**src/rtl/serial_subtractor_if.sv**
```systemverilog
// Operand/result bundle for the bit-serial subtractor.
// The ovf signal exists only when SERIAL_SUB_OVF_EN is defined.
interface serial_subtractor_if #(
  parameter int WIDTH = 4
);
  logic             start;
  logic [WIDTH-1:0] data_a;
  logic [WIDTH-1:0] data_b;
  logic             busy;
  logic             done;
  logic [WIDTH-1:0] out;
  logic             bout;
`ifdef SERIAL_SUB_OVF_EN
  logic             ovf;

  modport master (
    output start, data_a, data_b,
    input  busy, done, out, bout, ovf
  );
  modport slave (
    input  start, data_a, data_b,
    output busy, done, out, bout, ovf
  );
`else
  modport master (
    output start, data_a, data_b,
    input  busy, done, out, bout
  );
  modport slave (
    input  start, data_a, data_b,
    output busy, done, out, bout
  );
`endif
endinterface

```
**src/rtl/serial_subtractor.sv**
```systemverilog
// Bit-serial subtractor, LSB-first, registered borrow, one-cycle done.
// Optional signed overflow flag guarded by SERIAL_SUB_OVF_EN.
module serial_subtractor #(
  parameter int WIDTH = 4
) (
  input  logic          clk,
  input  logic          reset,
  serial_subtractor_if.slave bus
);

  localparam int CW = $clog2(WIDTH) + 1;

  typedef enum logic {
    IDLE,
    SHIFT
  } state_t;

  state_t           state_q, state_d;
  logic [WIDTH-1:0] a_sr_q, a_sr_d;
  logic [WIDTH-1:0] b_sr_q, b_sr_d;
  logic [WIDTH-1:0] out_q, out_d;
  logic [CW-1:0]    count_q, count_d;
  logic             borrow_q, borrow_d;
  logic             bout_q, bout_d;
  logic             busy_q, busy_d;
  logic             done_q, done_d;
`ifdef SERIAL_SUB_OVF_EN
  logic             ovf_q, ovf_d;
`endif

  logic a0, b0, diff, bnext;

  always_comb begin
    a0    = a_sr_q[0];
    b0    = b_sr_q[0];
    diff  = a0 ^ b0 ^ borrow_q;
    bnext = (~a0 & b0) | (~(a0 ^ b0) & borrow_q);
  end

  always_comb begin
    state_d  = state_q;
    a_sr_d   = a_sr_q;
    b_sr_d   = b_sr_q;
    out_d    = out_q;
    count_d  = count_q;
    borrow_d = borrow_q;
    bout_d   = bout_q;
    busy_d   = busy_q;
    done_d   = 1'b0;
`ifdef SERIAL_SUB_OVF_EN
    ovf_d    = ovf_q;
`endif
    unique case (state_q)
      IDLE: begin
        if (bus.start) begin
          a_sr_d   = bus.data_a;
          b_sr_d   = bus.data_b;
          borrow_d = 1'b0;
          count_d  = '0;
          out_d    = '0;
          busy_d   = 1'b1;
          state_d  = SHIFT;
`ifdef SERIAL_SUB_OVF_EN
          ovf_d    = 1'b0;
`endif
        end
      end
      SHIFT: begin
        out_d    = {diff, out_q[WIDTH-1:1]};
        a_sr_d   = a_sr_q >> 1;
        b_sr_d   = b_sr_q >> 1;
        borrow_d = bnext;
        count_d  = count_q + 1'b1;
        // MSB bit: publish final borrow and finish
        if (count_q == CW'(WIDTH - 1)) begin
          bout_d  = bnext;
          busy_d  = 1'b0;
          done_d  = 1'b1;
          state_d = IDLE;
`ifdef SERIAL_SUB_OVF_EN
          ovf_d   = borrow_q ^ bnext;
`endif
        end
      end
      default: state_d = IDLE;
    endcase
  end

  always_ff @(posedge clk or posedge reset) begin
    if (reset) begin
      state_q  <= IDLE;
      a_sr_q   <= '0;
      b_sr_q   <= '0;
      out_q    <= '0;
      count_q  <= '0;
      borrow_q <= 1'b0;
      bout_q   <= 1'b0;
      busy_q   <= 1'b0;
      done_q   <= 1'b0;
`ifdef SERIAL_SUB_OVF_EN
      ovf_q    <= 1'b0;
`endif
    end else begin
      state_q  <= state_d;
      a_sr_q   <= a_sr_d;
      b_sr_q   <= b_sr_d;
      out_q    <= out_d;
      count_q  <= count_d;
      borrow_q <= borrow_d;
      bout_q   <= bout_d;
      busy_q   <= busy_d;
      done_q   <= done_d;
`ifdef SERIAL_SUB_OVF_EN
      ovf_q    <= ovf_d;
`endif
    end
  end

  assign bus.busy = busy_q;
  assign bus.done = done_q;
  assign bus.out  = out_q;
  assign bus.bout = bout_q;
`ifdef SERIAL_SUB_OVF_EN
  assign bus.ovf  = ovf_q;
`endif

endmodule
```
**src/flat_wrapper.sv**
```systemverilog
// flat-port wrapper written by rule: the top's interface ports become plain ports
module serial_subtractor_flat 
#(
  parameter int WIDTH = 4
)
  (clk, reset, bus_start, bus_data_a, bus_data_b, bus_busy, bus_done, bus_out, bus_bout);
  serial_subtractor_if #(.WIDTH(WIDTH)) bus_i ();
  input  logic clk;
  input  logic reset;
  input wire logic [$bits(bus_i.start)-1:0] bus_start;
  input wire logic [$bits(bus_i.data_a)-1:0] bus_data_a;
  input wire logic [$bits(bus_i.data_b)-1:0] bus_data_b;
  output wire logic [$bits(bus_i.busy)-1:0] bus_busy;
  output wire logic [$bits(bus_i.done)-1:0] bus_done;
  output wire logic [$bits(bus_i.out)-1:0] bus_out;
  output wire logic [$bits(bus_i.bout)-1:0] bus_bout;
  assign bus_i.start = bus_start;
  assign bus_i.data_a = bus_data_a;
  assign bus_i.data_b = bus_data_b;
  assign bus_busy = bus_i.busy;
  assign bus_done = bus_i.done;
  assign bus_out = bus_i.out;
  assign bus_bout = bus_i.bout;
  serial_subtractor #(.WIDTH(WIDTH)) u_core (.clk(clk), .reset(reset), .bus(bus_i));
endmodule
```
**config.mk**
```make
export PLATFORM = sky130hd
export DESIGN_NAME = serial_subtractor_flat
export DESIGN_NICKNAME = d
export VERILOG_FILES = /design/src/rtl/serial_subtractor_if.sv /design/src/rtl/serial_subtractor.sv /design/src/flat_wrapper.sv
export SDC_FILE = /design/constraint.sdc
export NUM_CORES = 1
export LEC_CHECK = 0
export ABC_AREA = 1
export CORE_UTILIZATION = 48
export CTS_CLUSTER_DIAMETER = 40
export DETAILED_ROUTE_END_ITERATION = 7
export MAX_ROUTING_LAYER = met4
export PLACE_DENSITY = 0.83
export SLEW_MARGIN = 0
export SYNTH_ARGS = -nofsm -noshare
export SYNTH_HDL_FRONTEND = slang
export SYNTH_SLANG_ARGS = --single-unit
```
**constraint.sdc**
```tcl
create_clock -name clk -period 1.5 [get_ports clk]
set_clock_uncertainty 0.05 [all_clocks]
set_input_delay 0.15 -clock clk [delete_from_list [all_inputs] [get_ports clk]]
set_output_delay 0.15 -clock clk [all_outputs]
set_load 0.02 [all_outputs]
```
==> metrics.txt <==
Tightest Pin Transition=0.363 ns; DRT iter0 DRCs=14; CTS tree=built; RSZ-0062 raised after global routing=false; most frequent cells in the layout=38 x nand2_1, 20 x dfrtp_1, 14 x nand3_1; post-synth top area share=56.8%; setup TNS=0 ns; FF-to-FF setup slack=a little under 0.3 ns; Tcrit/Tclk final=roughly 94%; Clock Path Buffers=2; Die Area=2010 µm²; via-per-instance ratio=4.85; Die X-Extent=44.8 µm; post-CTS setup buffers=0; layout cell share with drive strength beyond 1=slightly below 8%; fmax=706 MHz; Yosys reg bits=20; type of the most critical hold path=in -> async; area of placed instances=1060 µm²; largest net degree at the start of global routing=21; CP Data Required Time=1.30 ns; Root Buffer=clkbuf_4; Worst Setup EP=bus_done; Clock transition at path regs=about 0.11 ns; FILL cells=169; endpoint arrival time on the critical path=1.22 ns; Max VDD drop=1010 µV; H-tree lvl count=1; simple-gate portion of the synthesized area=25.9%; Worst setup startpoint=u_core.bus.done; cell taking the most area after synthesis=dfrtp_1; Rel. slew slack=75.8%; Syn-to-layout area delta=25.7%; number of global-route vias before repair=609; largest fanout on the critical path=1; Rows=15; Setup-failing EPs final=0; Synth Area in XOR/XNOR=0%; register area=500 µm²; post-layout min period=around 1.4 ns; commonest non-fill, non-tap cell in the layout=nand2_1; number of CTS-inserted buffers=3; WP depth=1; routed vias=674; CP max-delay cell=clkdlybuf4s50_1; Post-Syn Nets=~110; DRT antenna net count=0; Compound-Gate Fraction of Synth Area=3.13%; Num Clock Sinks=20; Max Cap Viol=0; Min Hold Slack=about 0.12 ns; Syn Inst Count=94; worst r2r src=u_core.count_q[0]; CP Class=reg -> out; Ports=18; worst skew pair latency=approximately 0.29 ns; Final Instance Area=1110 µm²; Startpoint Class=register; fin. max-slew vios=0; CP Cell Sequence=clkdlybuf4s50_1; CORE AREA=between 1500 and 2000 µm²; Avg WL per Cell=roughly 11 µm; Buf+Inv Stages, Crit Path=1; antenna violations before repair=0; 1st-pass router iterations=4; PostCTS Resize Cnt=2; Port Buf Inserts=17; adder-cell share of the synthesized area=under 10%; reg-to-reg endpoint=u_core.count_q[2]; Cell Pwr Density=1840 nW/µm²; Avg Cell Area, Syn=roughly 9.4 µm²; register area share after synthesis=56.8%; cts hold-fix bufs=0; GP Congestion=about 0.75; hpwl dp=1100 µm; Yosys Warn Count=0; Lkg Pwr=approximately 0.60 nW; CP delay by family, top=buffers and inverters; Post-Syn Area=881 µm²; layout net count=between 100 and 150; Worst Setup End Kind=primary output; Fin. Hold Viols=0; Residual DRC=0; status=completed; die height=44.8 µm; ant diodes=0; Yosys cell types=14; cells on worst reg2reg path=3; Starting Density=approximately half; mux share of post-synthesis cell area=0%; Multi-input gate area=313 µm²; GRT Total Usage=between 10% and 20%; total routed wirelength=1570 µm; first-pass GRT wire length=2680 µm; total gr overflow=0; critical path's largest stage delay=0.59 ns; combinational family with the most area after synthesis=simple AND/OR/NAND/NOR gates; Synth area leaders=dfrtp_1 57%, nand2_1 16%, nand3_1 8.0%
-- tightest hold or removal path: cells and delay by family --
family,cells,cell delay (ns)
buf+inv,3,0.71
-- per-layer routing --
| metal | wire length, µm | vias to the layer above | track usage, % | part of all wire, % |
|---|---|---|---|---|
| met5 | 0 | - | - | 0 |
| met4 | 12 | 0 | 7.27 | 0.76 |
| met3 | 77 | 2 | 3.60 | 4.9 |
| met2 | 778 | 21 | 31.2 | 50 |
| met1 | 702 | 317 | 24.9 | 45 |
| li1 | - | 334 | - | - |
-- kinds of logic (layout without fill, tap and decap cells) --
kind of cell    Yosys count  count (layout)
compound gates            5               5
fa+ha+maj                 4               4
simple gates             54              54
flops                    20              20
buf+inv                  11              31
-- worst min-delay path by stage --
stage	from	endpoint	slack, ns	depth (start not counted)
3_3_place_gp	u_core.b_sr_q[3]	u_core.b_sr_q[3]	0.41	2
4_1_cts	reset	u_core.bus.out[3]	0.12	3
3_5_place_dp	u_core.a_sr_q[3]	u_core.a_sr_q[3]	0.41	2
6_report	reset	u_core.b_sr_q[2]	0.12	3
5_1_grt	reset	u_core.bus.bout	0.13	3
2_1_floorplan	reset	u_core.a_sr_q[0]	0.06	1
-- power breakdown --
part	internal, mW	switching (mW)
Clock	0.148	0.160
Combinational	0.346	0.467
Sequential	0.761	0.156
-- metrics by stage --
| stage | std cells | util [%] | power, mW | setup slack, ns |
|---|---|---|---|---|
| floorplan | 94 | - | 1.48 | 0.398 |
| global placement | 135 | 61.6 | 1.71 | 0.278 |
| detailed placement | 135 | 61.6 | 1.79 | 0.245 |
| CTS | 139 | 63.6 | 2.08 | 0.00580 |
| global route | 139 | 64.1 | 2.22 | 0.0399 |
| finish | 139 | 64.1 | 2.04 | 0.0828 |
-- synthesized netlist by cell type (all sizes together) --
| cell | number |
|---|---|
| nand2 | 38 |
| dfrtp | 20 |
| nand3 | 14 |
| inv | 7 |
| buf | 4 |
| o21ai | 4 |
| ha | 3 |
| nor2 | 2 |
| a21boi | 1 |
| fa | 1 |
-- flip-flops by register name, summed over array words and instances (netlist names) --
name and flops:
u_core.state_q 1, u_core.a_sr_q 4, u_core.b_sr_q 4, u_core.bus.out 4, u_core.bus.done 1, u_core.borrow_q 1, u_core.count_q 3, u_core.bus.bout 1
u_core.bus.busy 1
-- layout make-up --
type / count / area share [%]
tap: 25 / 2.82
clock buffer: 4 / 3.28
multi-input combinational: 63 / 28.2
timing repair buffer: 20 / 18.1
sequential: 20 / 45.2
inverter: 7 / 2.37
No activity file was read; power rests on OpenSTA's default activity.
